===== config.mk =====
export PLATFORM = sky130hd
export DESIGN_NAME = if_stage
export DESIGN_NICKNAME = d
export VERILOG_FILES = /design/src/rtl/if_stage.sv
export SDC_FILE = /design/constraint.sdc
export NUM_CORES = 2
export LEC_CHECK = 0
export BUFFER_PORTS_ARGS = -buffer_cell sky130_fd_sc_hd__buf_2
export CORE_ASPECT_RATIO = 0.75
export CORE_MARGIN = 4
export CORE_UTILIZATION = 45
export DETAILED_ROUTE_END_ITERATION = 10
export GPL_TIMING_DRIVEN = 0
export PLACE_DENSITY = 0.59
export SYNTH_ARGS = -nofsm -noshare
export SYNTH_HDL_FRONTEND = slang
export SYNTH_SLANG_ARGS = --single-unit

===== constraint.sdc =====
create_clock -name clk -period 3.33 [get_ports clk]
set_input_delay 0.4995 -clock clk [delete_from_list [all_inputs] [get_ports clk]]
set_output_delay 0.4995 -clock clk [all_outputs]
set_load 0.02 [all_outputs]

===== src/rtl/if_stage.sv =====
// Instruction-fetch stage: local instruction memory plus the IF/ID pipeline register.
// Captures mem[PC], PC and PC+1 each edge, with stall, flush and a saturating fetch counter.
module if_stage #(
    parameter int unsigned ADDR_W = 6,
    parameter int unsigned DATA_W = 32,
    parameter int unsigned CNT_W  = 16
) (
    input  logic              clk,
    input  logic              rst,
    input  logic [ADDR_W-1:0] PC,
    input  logic              stall,
    input  logic              flush,
    input  logic              imem_we,
    input  logic [ADDR_W-1:0] imem_waddr,
    input  logic [DATA_W-1:0] imem_wdata,
    output logic [DATA_W-1:0] instr,
    output logic [ADDR_W-1:0] pc_out,
    output logic [ADDR_W-1:0] pc_plus1,
    output logic              valid,
    output logic [CNT_W-1:0]  fetch_count
);

    localparam int unsigned DEPTH = 1 << ADDR_W;

    typedef enum logic {
        BUBBLE = 1'b0,
        RUN    = 1'b1
    } state_t;

    state_t            state;
    logic [DATA_W-1:0] mem [DEPTH];
    logic [DATA_W-1:0] rd_data;
    logic [ADDR_W-1:0] pc_next;

    // Memory is deliberately not reset; writes proceed regardless of stall/flush.
    always_ff @(posedge clk) begin
        if (imem_we) begin
            mem[imem_waddr] <= imem_wdata;
        end
    end

    // Write-first bypass: a same-edge write to the fetched address is what gets captured.
    always_comb begin
        rd_data = mem[PC];
        if (imem_we && (imem_waddr == PC)) begin
            rd_data = imem_wdata;
        end
    end

    assign pc_next = PC + ADDR_W'(1);

    always_ff @(posedge clk or negedge rst) begin
        if (!rst) begin
            state       <= BUBBLE;
            instr       <= '0;
            pc_out      <= '0;
            pc_plus1    <= '0;
            fetch_count <= '0;
        end else if (flush) begin
            state    <= BUBBLE;
            instr    <= '0;
            pc_out   <= PC;
            pc_plus1 <= pc_next;
        end else if (!stall) begin
            state    <= RUN;
            instr    <= rd_data;
            pc_out   <= PC;
            pc_plus1 <= pc_next;
            if (fetch_count != '1) begin
                fetch_count <= fetch_count + CNT_W'(1);
            end
        end
    end

    assign valid = (state == RUN);

endmodule


After elaboration in Yosys (flattened, before gate mapping)
Memory sizes are Yosys's and may differ from the RTL's.
Index checks and enable logic that the tools add are counted.
{"block": "word_totals", "register_bits": 61, "mem_bits_rw": 2048, "output_inout_bits": 61, "wordCells": 26, "memories": 1}
{"block": "classes", "addsub": 2, "n_eq_ne": 3, "mux": 11, "n_bitwise": 2, "reduce_logical": 2}
{"name": "mem", "depth": 64, "width": 32, "read_ports": 1, "rd_clocked_by_memory_dff": 0, "wr": 1, "line": "31", "rtl": "logic [DATA_W-1:0] mem [DEPTH];"}
{"cell": "$mux 32", "n": 3}
{"cell": "$mux 6", "n": 4}
{"cell": "$add 16x1->16 const B", "n": 1}
{"cell": "$ne 16x16->1 const B", "n": 1}
{"cell": "$add 6x1->6 const B", "n": 1}
{"cell": "$eq 6x6->1", "n": 1}
{"cell": "$mux 1", "n": 4}
{"cell": "$reduce_and 3->1", "n": 1}
{"cell": "$ne 2x1->1 const B", "n": 1}
{"cell": "$not 1->1", "n": 2}
{"cell": "$logic_and 1x1->1", "n": 1}

Logic depth before layout (Yosys ltp)
{"block": "logic_depth", "ltp_word": 5, "depth_mapped": 13, "ltp_nobuf": 7}

Worst setup path before layout
No wires, ideal clock.
{"block": "synth_path", "path_type": "input -> register", "start": "input imem_waddr[5]", "end": "memory mem[48][0], enable pin", "setup_ns": 0.461, "arrival_ns": 3.426, "t_required_ns": 2.869, "path_slack_ns": -0.557, "path_stages": 4, "path_buffers": 1, "path_cell_list": "clkbuf_1 nand3_1 or3_1 nor3_1"}
{"item": "start: declaration", "line": "14", "rtl": "input logic [ADDR_W-1:0] imem_waddr,"}
{"item": "end: declaration", "line": "31"}
No word-level cell before the write port.

Final worst setup path
{"block": "layout_path", "start": "input PC[2]", "end": "register instr[25]"}
{"block": "layout_via", "elab_chain_cells": 5, "word_cells_on_any_way": 6, "cone_classes": "1 x eq/ne; 3 x mux; 1 x reduce/logical; 1 x memory"}
{"item": "start: declaration", "line": "10", "rtl": "input logic [ADDR_W-1:0] PC,"}
{"item": "parallel branches: the longest is 2 deep, another holds $mem_v2 64x32"}
{"item": "$mux 32 (*)", "line": "45", "rtl": "if (imem_we && (imem_waddr == PC)) begin"}
{"item": "$mux 32 (*)", "line": "64", "rtl": "end else if (!stall) begin"}
{"item": "$mux 32 (*)", "line": "59", "rtl": "end else if (flush) begin"}
{"item": "end signal: assignment", "line": "66", "rtl": "instr <= rd_data;"}
{"item": "end: declaration", "line": "16", "rtl": "output logic [DATA_W-1:0] instr,"}
Every way passes the cells marked *. The select of a mux whose other input is x is not followed.
A chain may end at the register's enable or synchronous reset.

==> flow_summary_export.csv <==
group,metric,value,unit
run_status,status,"complete, but fails checks",
run_status,violations,"capacitance limit, setup timing",
finish,drive_above_1_share,28.2,%
power_and_ir_drop,total_power,55100,µW
logic_synthesis,yosys.area_share.simple,1.83,%
global_route,grt_pass1_wl,362000,µm
global_route,globalRouteOverflowTotal,0,
logic_synthesis,synth.most_common_cell,"edfxtp_1",
clock_network,cts_tree,"done",
drt,dr.first_iter.drc_count,7651,
die,die-area,0.187,mm²
logic_synthesis,synth_compound_area_share,3.01,%
logic_synthesis,synth_top_family_by_area,"multiplexers",
timing,period_needed,3.40,ns
drt,dr.pass1.iters,8,
timing,worst_slew_pin_slew,1.50,ns
worst_setup_path,required,4.02,ns
worst_setup_path,start_kind,"primary input",
timing,hold_violations,0,
logic_synthesis,synth_commonest_cells,"edfxtp_1, mux4_2, mux2i_1",
logic_synthesis,syn_inst,3729,
timing,finalMaxSlewViolations,0,
logic_synthesis,ys_seq_elements,2109,
logic_synthesis,ys_types,49,
die,core,0.179,mm²
timing,post-route-period-util,102,%
power_and_ir_drop,ir_drop,0.442,mV
logic_synthesis,ys.flop_type,"edfxtp_1",
global_route,use_met2,40.2,%
clock_network,cts.sinks,2109,
logic_synthesis,synth_xor_area_share,0.259,%
logic_synthesis,syn-cell-area,0.0811,mm²
finish,syn_to_final_growth,16.3,%
drt,drc,0,
clock_network,cts_buffers,196,
drt,ant_nets,0,
die,initial_core_util,45.4,%
drt,viasPerCell,6.54,
global_route,use_met3,9.57,%
worst_setup_path,worstPathMaxFanout,10,
global_route,antenna_found_initial,18,
logic_synthesis,yosysTopAreaCellShare,75.8,%
logic_synthesis,synth_fa_ha_area_share,0.0308,%
finish,num-nets-final,4203,
die,pin_count,110,
place,io_buffers,104,
worst_setup_path,endpoint_kind,"flip-flop",
drt,num_vias,43900,
global_route,track_usage,28.5,%
logic_synthesis,synth.area.mux_share,15.8,%
finish,fin_util,52.8,%
finish,regArea,0.0630,mm²
logic_synthesis,yosysTopAreaCell,"edfxtp_1",
finish,n_fill_cell,13600,
global_route,grt_start_max_net_pins,66,
worst_setup_path,crit_type,"in -> reg",
timing,setup_violations,5,
place,place.gp.congestion,0.861,
die,rows,134,
power_and_ir_drop,power_leakage,0.0303,µW
hold_path,hold_path_class,"in -> reg",
timing,timing.final.ws_setup,-0.0712,ns
logic_synthesis,synthArstFlopShare,2.89,%
worst_setup_path,critical_path_arrival,4.09,ns
clock_network,h-tree-depth,4,
global_route,use_met1,41.6,%
drt,detail_route.wl_per_cell,40.1,µm
worst_setup_path,crit_chain,"buf_2 > buf_4 > inv_1 > buf_2 > clkdlybuf4s15_2 > buf_1 > mux2i_1 > a21oi_1 > o21ai_0 > nand3_1",
worst_setup_path,cp_common_cell,"buf_2",
clock_network,clock_latency,0.87,ns
logic_synthesis,synth.avg_cell_area,21.8,µm²
logic_synthesis,synthTopCellsByArea,"edfxtp_1, mux4_2, mux2i_1",
die,fp.dieW,498,µm
logic_synthesis,synth_warnings,0,
die,die_h,376,µm
timing,fmax,0.294,GHz
place,placed_area,0.0878,mm²
clock_network,cts.path.max_buffers,3,
logic_synthesis,synth_seq_area_share,77.7,%
power_and_ir_drop,powerDensity,584,mW/mm²
finish,stdcell_area,0.0943,mm²
place,hpwlAfterDp,182000,µm
drt,drt_wl_total,269000,µm
global_route,grt.busiest_layer,"met1",
clock_network,cts_root_buffer,"clkbuf_16",
timing,whs,0.0463,ns
job,cap_violations,1,
timing,finClkSkew,0.0388,ns
logic_synthesis,synth_nets,3780,
worst_setup_path,cp_slowest_cell,"buf_1",
timing,relSlewSlack,0.0605,%
global_route,grt_pass1_vias,41700,
logic_synthesis,synth-edff-count,2048,
worst_setup_path,cpPeakStageDelay,0.92,ns
finish,multi_input_area,0.0175,mm²
clock_network,clkTransAtPathRegs,0.06,ns
-- timing repair --
item | in CTS | in global routing
resized for setup | 59 | 17
hold buffers | 3 | 0
setup endpoints to repair | 33 | 14
setup buffers | 1 | 0
pin swaps | 4 | 0
endpoints found under the hold margin | 62 | 0
-- worst paths after layout --
check                       startpoint              to  slack (ns)  cells past startpoint
min in group asynchronous          rst  fetch_count[0]        0.10                      2
max                              PC[2]       instr[25]       -0.07                     10
min                              PC[0]     pc_plus1[1]        0.05                      3
min reg2reg                pc_plus1[0]     pc_plus1[0]        0.48                      2
max reg2reg                mem[59][24]       instr[24]        0.82                      6
max in group asynchronous          rst       instr[16]        2.54                      3
-- report_power, final --
| part | switching (µW) | leakage, µW | internal [µW] |
|---|---|---|---|
| Combinational | 2290 | 0.00801 | 1090 |
| Sequential | 145 | 0.0192 | 29400 |
| Clock | 10200 | 0.00306 | 12000 |
-- per-layer routing --
layer  share of wire, %  routed length, µm  vias to the layer above
met3                 14              36900                      589
li1                   -                  -                    16600
met1                 39             106000                    23400
met4                4.2              11200                        8
met5              0.040                108                        -
met2                 43             115000                     3287
-- layout by cell type, fill, tap and decap left out, types with 53 or more instances in the layout --
| cell type | count |
|---|---|
| nor2_4 | 62 |
| clkbuf_16 | 199 |
| clkbuf_1 | 82 |
| buf_12 | 79 |
| buf_2 | 147 |
| mux2i_1 | 212 |
| dfrtp_1 | 61 |
| edfxtp_1 | 2048 |
| clkinv_1 | 58 |
| buf_4 | 53 |
| mux4_2 | 460 |
| nand2_1 | 101 |
-- registers in the layout (all words and copies together) (netlist names) --
signal       count
pc_out           6
fetch_count     16
instr           32
mem           2048
valid            1
pc_plus1         6
-- cell families (layout without fill, tap and decap cells) --
family                     Yosys count  in the layout
xor gates and xnor gates            24             24
buffers and inverters              218            811
other                                0              6
AOI/OAI and AO/OA                  351            351
muxes                              700            700
adders and majority gates            2              2
and+or+nand+nor                    325            325
DFF                               2109           2109
-- worst max-delay path, delay by kind of cell --
family	cells	cell delay [ns]
AOI/OAI and AO/OA	2	0.54
buffers and inverters	6	2.60
and+or+nand+nor	1	0.14
muxes	1	0.27
-- per-stage QoR --
step	setup WS (ns)	cells	TNS, ns
after floorplan	0.160	3729	0
after global placement	-3.15	6213	-5391.83
after detailed placement	-1.93	6333	-84.71
after CTS	0.00121	6699	0
after global routing	-0.00194	6702	-0.00194
final	-0.0712	6708	-0.221
-- area by class of cell --
| cell class | instances | area share [%] |
|---|---|---|
| Tap cell | 2380 | 3.16 |
| Timing Repair Buffer | 233 | 3.58 |
| Clock buffer | 237 | 5.47 |
| Antenna cell | 6 | 0.0159 |
| Multi-Input combinational cell | 1402 | 18.5 |
| Buffer | 206 | 1.32 |
| Inverter | 4 | 0.0159 |
| Clock inverter | 131 | 1.12 |
| Sequential cell | 2109 | 66.8 |
Note: power is estimated with default switching activity, not from simulation.
